--- src/rtl/loader_pkg.sv ---
// Shared header field positions and FSM state encoding for the program loader.
package loader_pkg;

  localparam int unsigned SEL_BIT = 31;
  localparam int unsigned CNT_HI  = 23;
  localparam int unsigned CNT_LO  = 16;
  localparam int unsigned CNT_W   = CNT_HI - CNT_LO + 1;

  typedef enum logic [1:0] {
    ST_HDR  = 2'd0,
    ST_DATA = 2'd1,
    ST_DONE = 2'd2
  } state_e;

endpackage

--- src/rtl/loader_addr_cnt.sv ---
// Loadable word-address up-counter; flags the increment that wraps past all-ones.
module loader_addr_cnt #(
  parameter int unsigned ADDR_W = 8
) (
  input  logic              clock,
  input  logic              reset,
  input  logic              load_i,
  input  logic [ADDR_W-1:0] base_i,
  input  logic              inc_i,
  output logic [ADDR_W-1:0] addr_o,
  output logic              wrap_c_o
);

  logic [ADDR_W-1:0] addr_q;
  logic [ADDR_W-1:0] addr_d;

  always_comb begin
    addr_d = addr_q;
    if (load_i) begin
      addr_d = base_i;
    end else if (inc_i) begin
      addr_d = addr_q + ADDR_W'(1);
    end
  end

  always_ff @(posedge clock or negedge reset) begin
    if (!reset) begin
      addr_q <= '0;
    end else begin
      addr_q <= addr_d;
    end
  end

  assign addr_o   = addr_q;
  assign wrap_c_o = inc_i && !load_i && (addr_q == '1);

endmodule

--- src/rtl/prog_loader.sv ---
// Stream-fed IM/DM writer: parses segment headers, writes payload words and
// holds the CPU in reset until the end-of-program header arrives.
module prog_loader
  import loader_pkg::*;
#(
  parameter int unsigned ADDR_W = 8,
  parameter int unsigned DATA_W = 32
) (
  input  logic              clock,
  input  logic              reset,
  input  logic              in_valid,
  input  logic [DATA_W-1:0] in_data,
  output logic              in_ready,
  input  logic              load_req,
  output logic              im_we,
  output logic [ADDR_W-1:0] im_addr,
  output logic [DATA_W-1:0] im_wdata,
  output logic              dm_we,
  output logic [ADDR_W-1:0] dm_addr,
  output logic [DATA_W-1:0] dm_wdata,
  output logic              cpu_reset_n,
  output logic              busy,
  output logic              ovf
);

  state_e            state_q, state_d;
  logic [CNT_W-1:0]  rem_q, rem_d;
  logic              sel_q, sel_d;
  logic              im_we_q, im_we_d;
  logic [ADDR_W-1:0] im_addr_q, im_addr_d;
  logic [DATA_W-1:0] im_wdata_q, im_wdata_d;
  logic              dm_we_q, dm_we_d;
  logic [ADDR_W-1:0] dm_addr_q, dm_addr_d;
  logic [DATA_W-1:0] dm_wdata_q, dm_wdata_d;
  logic              cpu_run_q, cpu_run_d;
  logic              busy_q, busy_d;
  logic              in_ready_q, in_ready_d;
  logic              ovf_q, ovf_d;

  logic              accept_c;
  logic              hdr_load_c;
  logic              data_acc_c;
  logic [CNT_W-1:0]  hdr_cnt_c;
  logic [ADDR_W-1:0] hdr_base_c;
  logic [ADDR_W-1:0] cur_addr;
  logic              wrap_c;

  assign accept_c   = in_valid && in_ready_q;
  assign hdr_cnt_c  = in_data[CNT_HI:CNT_LO];
  assign hdr_base_c = in_data[ADDR_W-1:0];
  assign hdr_load_c = accept_c && (state_q == ST_HDR) && (hdr_cnt_c != '0);
  assign data_acc_c = accept_c && (state_q == ST_DATA);

  loader_addr_cnt #(
    .ADDR_W (ADDR_W)
  ) u_addr_cnt (
    .clock    (clock),
    .reset    (reset),
    .load_i   (hdr_load_c),
    .base_i   (hdr_base_c),
    .inc_i    (data_acc_c),
    .addr_o   (cur_addr),
    .wrap_c_o (wrap_c)
  );

  // Next-state and next-output logic; write strobes default low so each is a one-cycle pulse.
  always_comb begin
    state_d    = state_q;
    rem_d      = rem_q;
    sel_d      = sel_q;
    im_we_d    = 1'b0;
    im_addr_d  = im_addr_q;
    im_wdata_d = im_wdata_q;
    dm_we_d    = 1'b0;
    dm_addr_d  = dm_addr_q;
    dm_wdata_d = dm_wdata_q;
    ovf_d      = ovf_q | wrap_c;

    case (state_q)
      ST_HDR: begin
        if (accept_c) begin
          if (hdr_cnt_c == '0) begin
            state_d = ST_DONE;
          end else begin
            sel_d   = in_data[SEL_BIT];
            rem_d   = hdr_cnt_c;
            state_d = ST_DATA;
          end
        end
      end
      ST_DATA: begin
        if (accept_c) begin
          if (sel_q) begin
            dm_we_d    = 1'b1;
            dm_addr_d  = cur_addr;
            dm_wdata_d = in_data;
          end else begin
            im_we_d    = 1'b1;
            im_addr_d  = cur_addr;
            im_wdata_d = in_data;
          end
          rem_d = rem_q - CNT_W'(1);
          if (rem_q == CNT_W'(1)) begin
            state_d = ST_HDR;
          end
        end
      end
      ST_DONE: begin
        if (load_req) begin
          state_d = ST_HDR;
          ovf_d   = 1'b0;
        end
      end
      default: begin
        state_d = ST_HDR;
      end
    endcase

    in_ready_d = (state_d != ST_DONE);
    busy_d     = (state_d != ST_DONE);
    cpu_run_d  = (state_d == ST_DONE);
  end

  always_ff @(posedge clock or negedge reset) begin
    if (!reset) begin
      state_q    <= ST_HDR;
      rem_q      <= '0;
      sel_q      <= 1'b0;
      im_we_q    <= 1'b0;
      im_addr_q  <= '0;
      im_wdata_q <= '0;
      dm_we_q    <= 1'b0;
      dm_addr_q  <= '0;
      dm_wdata_q <= '0;
      cpu_run_q  <= 1'b0;
      busy_q     <= 1'b1;
      in_ready_q <= 1'b1;
      ovf_q      <= 1'b0;
    end else begin
      state_q    <= state_d;
      rem_q      <= rem_d;
      sel_q      <= sel_d;
      im_we_q    <= im_we_d;
      im_addr_q  <= im_addr_d;
      im_wdata_q <= im_wdata_d;
      dm_we_q    <= dm_we_d;
      dm_addr_q  <= dm_addr_d;
      dm_wdata_q <= dm_wdata_d;
      cpu_run_q  <= cpu_run_d;
      busy_q     <= busy_d;
      in_ready_q <= in_ready_d;
      ovf_q      <= ovf_d;
    end
  end

  assign in_ready    = in_ready_q;
  assign im_we       = im_we_q;
  assign im_addr     = im_addr_q;
  assign im_wdata    = im_wdata_q;
  assign dm_we       = dm_we_q;
  assign dm_addr     = dm_addr_q;
  assign dm_wdata    = dm_wdata_q;
  assign cpu_reset_n = cpu_run_q;
  assign busy        = busy_q;
  assign ovf         = ovf_q;

endmodule
--- config.mk ---
export PLATFORM = sky130hd
export DESIGN_NAME = prog_loader
export DESIGN_NICKNAME = d
export VERILOG_FILES = /design/src/rtl/loader_pkg.sv /design/src/rtl/loader_addr_cnt.sv /design/src/rtl/prog_loader.sv
export SDC_FILE = /design/constraint.sdc
export NUM_CORES = 1
export LEC_CHECK = 0
export ABC_AREA = 1
export CORE_ASPECT_RATIO = 0.9
export CORE_MARGIN = 5
export CORE_UTILIZATION = 49
export DETAILED_ROUTE_END_ITERATION = 6
export PLACE_DENSITY = 0.76
export REMOVE_ABC_BUFFERS = 1
export SETUP_SLACK_MARGIN = 0.5
export SYNTH_ARGS = -nofsm -noshare
export SYNTH_HDL_FRONTEND = slang
export SYNTH_HIERARCHICAL = 1
export SYNTH_SLANG_ARGS = --single-unit
--- constraint.sdc ---
create_clock -name clock -period 2 [get_ports clock]
set_input_delay 0.3 -clock clock [delete_from_list [all_inputs] [get_ports clock]]
set_output_delay 0.3 -clock clock [all_outputs]
set_load 0.01 [all_outputs]
# [Word-level counts from Yosys, hierarchy flattened]
# Index checks and enable logic that the tools add are counted.
[totals] word_cells=63 out_inout_bits=86 ff_bits=104
[classes] mux=20 n_reduce_logical=16 n_bitwise=3 add_sub_neg=2 n_eq_ne=9
[ops] cell="two-way mux 8 bit" n=5
[ops] cell="case mux 8 bit (2 select lines)" n=1
[ops] cell="two-way mux 2 bit" n=5
[ops] cell="AND reduction 3 bit" n=3
[ops] cell="adder 8 x 1 -> 8 bit, second input constant" n=1
[ops] cell="equality test 8 x 1 -> 1 bit, second input constant" n=1
[ops] cell="equality test 8 bit, second input constant" n=1
[ops] cell="logical NOT 8 bit" n=1
[ops] cell="two-way mux 1 bit" n=8
[ops] cell="inequality test 2 bit, second input constant" n=4
[ops] cell="nonzero test 8 bit" n=1
[ops] cell="subtractor 8 x 1 -> 8 bit, second input constant" n=1
[ops] cell="logical AND 1 bit" n=6
[ops] cell="case mux 2 bit (3 select lines)" n=1
[ops] cell="equality test 2 bit, second input constant" n=2
[ops] cell="AND reduction 4 bit" n=1
[ops] cell="nonzero test 2 bit" n=2
[ops] cell="equality test 2 x 1 -> 1 bit, second input constant" n=1
[ops] cell="logical NOT 2 bit" n=1
[ops] cell="inverter 1 bit" n=2
[ops] cell="logical NOT 1 bit" n=1
[ops] cell="OR 1 bit" n=1

# [Longest topological paths before layout]
[depth] word_depth=9 ltp_mapped=14 depth_no_buf=13

# [Modules after synthesis]
# Netlist, hierarchy kept.
[modules_own_cells] mod="prog_loader" n_inst=1 seq_area_each_um2=2403.6 area_each_um2=4247.8 cells_per_inst=429
[modules_own_cells] mod="loader_addr_cnt" n_inst=1 seq_area_each_um2=200.2 area_each_um2=513.0 cells_per_inst=65

# [Worst setup path after synthesis]
# OpenSTA, ideal clock, no wires.
[synth_path] path_type="reg2reg" startpoint="register in_ready_q (netlist: in_ready)" endpoint="register ovf_q (netlist: ovf)" synth_period_minus_slack_ps=1548 path_buffers=1 stages_incl_launch_ff=13 path_slack_ps=452 arrival_ps=1429 required_time_ps=1880 cell_sequence="dfstp_2 > nand2_1 > nor2_1 > nand2_1 > inv_1 > buf_6 > inv_4 > nand2_4 > inv_4 > nand2_1 > nor2_1 > o21ai_0 > inv_1"
[synth_between] elab_chain_cells=9 elab_cells_between_ends=10 classes_between="mux (2); bitwise (1); reduce/logical (7)"
[synth_lines] element="from (decl)" line="prog_loader.sv:37" source="logic in_ready_q, in_ready_d;"
[synth_lines] element="from (signal assigned)" line="prog_loader.sv:151" source="in_ready_q <= in_ready_d;"
[synth_lines] element="logical AND 1 bit *" line="prog_loader.sv:48" source="assign accept_c = in_valid && in_ready_q;"
[synth_lines] element="logical AND 1 bit * (2 in series)" line="prog_loader.sv:51" source="assign hdr_load_c = accept_c && (state_q == ST_HDR) && (hdr_cnt_c != '0);"
[synth_lines] element="named net hdr_load_c" line="prog_loader.sv:41" source="logic hdr_load_c;"
[synth_lines] element="logical NOT 1 bit *" line="loader_addr_cnt.sv:35" source="assign wrap_c_o = inc_i && !load_i && (addr_q == '1);"
[synth_lines] element="logical AND 1 bit * (2 in series)" line="loader_addr_cnt.sv:35"
[synth_lines] element="named net wrap_c" line="prog_loader.sv:46" source="logic wrap_c;"
[synth_lines] element="OR 1 bit *" line="prog_loader.sv:77" source="ovf_d = ovf_q | wrap_c;"
[synth_lines] element="two-way mux 1 bit" line="prog_loader.sv:109" source="if (load_req) begin"
[synth_lines] element="two-way mux 1 bit *" line="prog_loader.sv:79" source="case (state_q)"
[synth_lines] element="named net ovf_d" line="prog_loader.sv:38" source="logic ovf_q, ovf_d;"
[synth_lines] element="to (signal assigned)" line="prog_loader.sv:152" source="ovf_q <= ovf_d;"
[synth_lines] element="to (decl)" line="prog_loader.sv:38"
# Mark *: on every way through the listed nets, which the timed path passes. The rest lies on a longest branch.
# A chain may end at the register's enable or synchronous reset.

==> results.ini <==
[clock_network]
htreeDepth=3
clock_sinks=104
clk_pin_slew_ps=90
cts_tree=done
root_buffer=clkbuf_8
clock_path_buffers=2
clock_latency_ps=360
cts_made_buffers=9

[final_layout]
regArea_um2=2600
num-fill-cells=840
final_area_um2=6380
fin_util=0.667
area_growth_pct=34.0
instances_no_fill=765
multi_input_area_um2=1720
antennaDiodeCount=0
drive_gt1_frac=0.222
num-nets-final=674

[detailed_routing]
drt-pass1-iter-count=4
routed-via-count=3723
ant_nets=0
drt_wl_total_um=11200
route.detailed.wl_per_inst_um=14.7
avgViaCountPerCell=4.87
drtIter0Drc=182
route.detailed.drc=0

[critical_path]
crit_path_start_kind=flop
crit_chain=dlygate4sd2_1
cp_slowest_cell=dfstp_2
crit_required_ps=1700
cp_slowest_stage_delay_ps=580
reg2reg_setup_slack_ps=500
reg2reg_from=rem_q[0]$_DFFE_PN0P_
cp_top_family=flip-flops
path_class=flop to primary output
ff2ff_path_depth=8
critPathCaptureType=primary output
r2r_end=rem_q[2]$_DFFE_PN0P_
cp_num_buf_inv=1
critPathArrivalTime_ps=1210
path_max_fanout=3

[sta]
rsz0062_at_grt=yes
fin_setup_tns_ps=0
fin_crit_ps=1510
skew_ps=14.3
hold_slack_ps=290
worstMarginPinSlew_ps=495
period_share=0.754
setup-violations-final=0
setup_ws_ps=493
max_freq_ghz=0.663
drv_slew=0
final-hold-violation-count=0
slew_headroom=0.670

[global_route]
use_met2=0.299
grt_pass1_vias=3579
use_met1=0.252
grt_overflow=0
grt.busiest_layer=met2
grt_max_degree=51
track_usage=0.185
grt_use_met3=0.0402
antenna_found_initial=0
grt_pass1_wl_um=17700

[floorplan]
start_util=0.497
ioPinCount=122
core-area_um2=9570
placementRows=34
die_w_um=114
die_area_um2=11800
die_h_um=104

[logic_synthesis]
syn_inst=494
yosys.area.top_type_share=0.541
yosysMostFrequentCell=nand2_1
ys.flop_type=dfrtp_1
ys_warn_count=6
synth.distinct_cells=25
yosysTopAreaCell=dfrtp_1
ys_seq_elements=104
synth_edf_count=0
synth_area_per_cell_um2=9.64
synthTopCellsByCount=136 x nand2_1, 103 x dfrtp_1, 73 x o21ai_2, 62 x inv_1, 25 x nand3_1
netlist_area_um2=4760
synth_area_leaders=dfrtp_1 54%, o21ai_2 13%, nand2_1 11%, inv_1 4.9%, buf_6 4.0%
async_reset_ff_frac=1.00
yosysSeqAreaShare=0.547

[hold_path]
worstHoldPathCells=3
min_to=im_wdata[21]$_DFFE_PN0P_
hold_class=input pin to flop
worstHoldStart=in_data[21]

[outcome]
status=completed

[place]
place_inst=737
dp_hpwl_um=8000
dpl_cell_area_um2=6110
port_buffers=121
dp_slack_ps=24.1
gp_congestion=0.900

[pwr]
powerDensity_nw_per_um2=1410
p_leak_nw=3.37
irDropWorstVdd_uv=700
finalPower_mw=9.00

[run]
maxCapViolCount=0

-- worst reg2reg max path, delay by kind of cell (launching register included) --
kind	cells	cell delay [ps]
fa+ha+maj	1	240
simple gates	2	150
compound gates	3	400
flops	1	420
buf+inv	2	170
-- logic make-up (layout without fill, tap and decap cells) --
logic type,Yosys count,in the layout,share of synthesized area
adder cells (fa/ha/maj),3,3,0.00789
AND/OR/NAND/NOR,191,191,0.169
buffers and inverters,87,232,0.0986
AO/OA/AOI/OAI,109,109,0.177
flip-flops,104,104,0.547
-- where the power goes --
part	leakage, nW	internal, mW	switching, mW
Sequential	1.31	3.01	0.595
Combinational	1.97	1.88	2.33
Clock	0.0838	0.463	0.723
-- state kept, by name, summed over array words and instances (netlist names) --
name               count
ovf                    1
dm_addr                8
dm_wdata              32
state_q                2
u_addr_cnt/addr_o      8
im_addr                8
dm_we                  1
im_wdata              32
sel_q                  1
cpu_reset_n            1
in_ready               1
rem_q                  8
im_we                  1
-- worst max path at each step --
stage / cells past startpoint / end / slack, ps / from
final: 1 / busy / 490 / in_ready$_DFF_PN1_
after global routing: 7 / rem_q[1]$_DFFE_PN0P_ / 420 / in_ready$_DFF_PN1_
after CTS: 1 / in_ready / 480 / in_ready$_DFF_PN1_
after floorplan: 7 / dm_addr[0]$_DFFE_PN0P_ / 230 / in_ready$_DFF_PN1_
after detailed placement: 14 / ovf$_DFF_PN0_ / 20 / in_data[20]
after global placement: 14 / ovf$_DFF_PN0_ / 90 / in_data[19]
-- routing by layer --
layer | share of wire | up-vias
li1 | - | 1862
met2 | 0.50 | 81
met5 | 0 | -
met1 | 0.44 | 1774
met3 | 0.047 | 6
met4 | 0.0071 | 0
-- repair_timing --
action | in CTS | in global routing
gates resized for setup | 92 | 17
pin swaps | 2 | 9
hold endpoints to repair | 35 | 0
endpoints found under the setup margin | 146 | 89
setup buffers | 2 | 7
hold buffers | 1 | 0
gates cloned | 0 | 3
-- cell usage in the layout (no fill, tap or decap), types with 4 or more instances in the layout --
| cell type | Yosys | layout |
|---|---|---|
| clkdlybuf4s50_1 | 0 | 30 |
| inv_1 | 62 | 60 |
| buf_4 | 1 | 18 |
| o21ai_0 | 14 | 12 |
| a22oi_1 | 6 | 4 |
| nor2_1 | 19 | 17 |
| dlymetal6s2s_1 | 0 | 4 |
| nand3_1 | 25 | 25 |
| dlygate4sd2_1 | 0 | 85 |
| clkbuf_8 | 0 | 9 |
| buf_12 | 0 | 5 |
| o21ai_2 | 73 | 73 |
| dfrtp_1 | 103 | 103 |
| o21ai_1 | 10 | 12 |
| nor2_2 | 3 | 5 |
| nand2_1 | 136 | 134 |
-- final cells by class --
| cell class | instances | share of cell area |
|---|---|---|
| Timing Repair Buffer | 150 | 0.228 |
| Clock inverter | 6 | 0.00824 |
| Multi-Input combinational cell | 303 | 0.270 |
| Tap cell | 126 | 0.0247 |
| Clock buffer | 9 | 0.0194 |
| Inverter | 67 | 0.0414 |
| Sequential cell | 104 | 0.408 |
No activity file was read; power rests on OpenSTA's default activity.
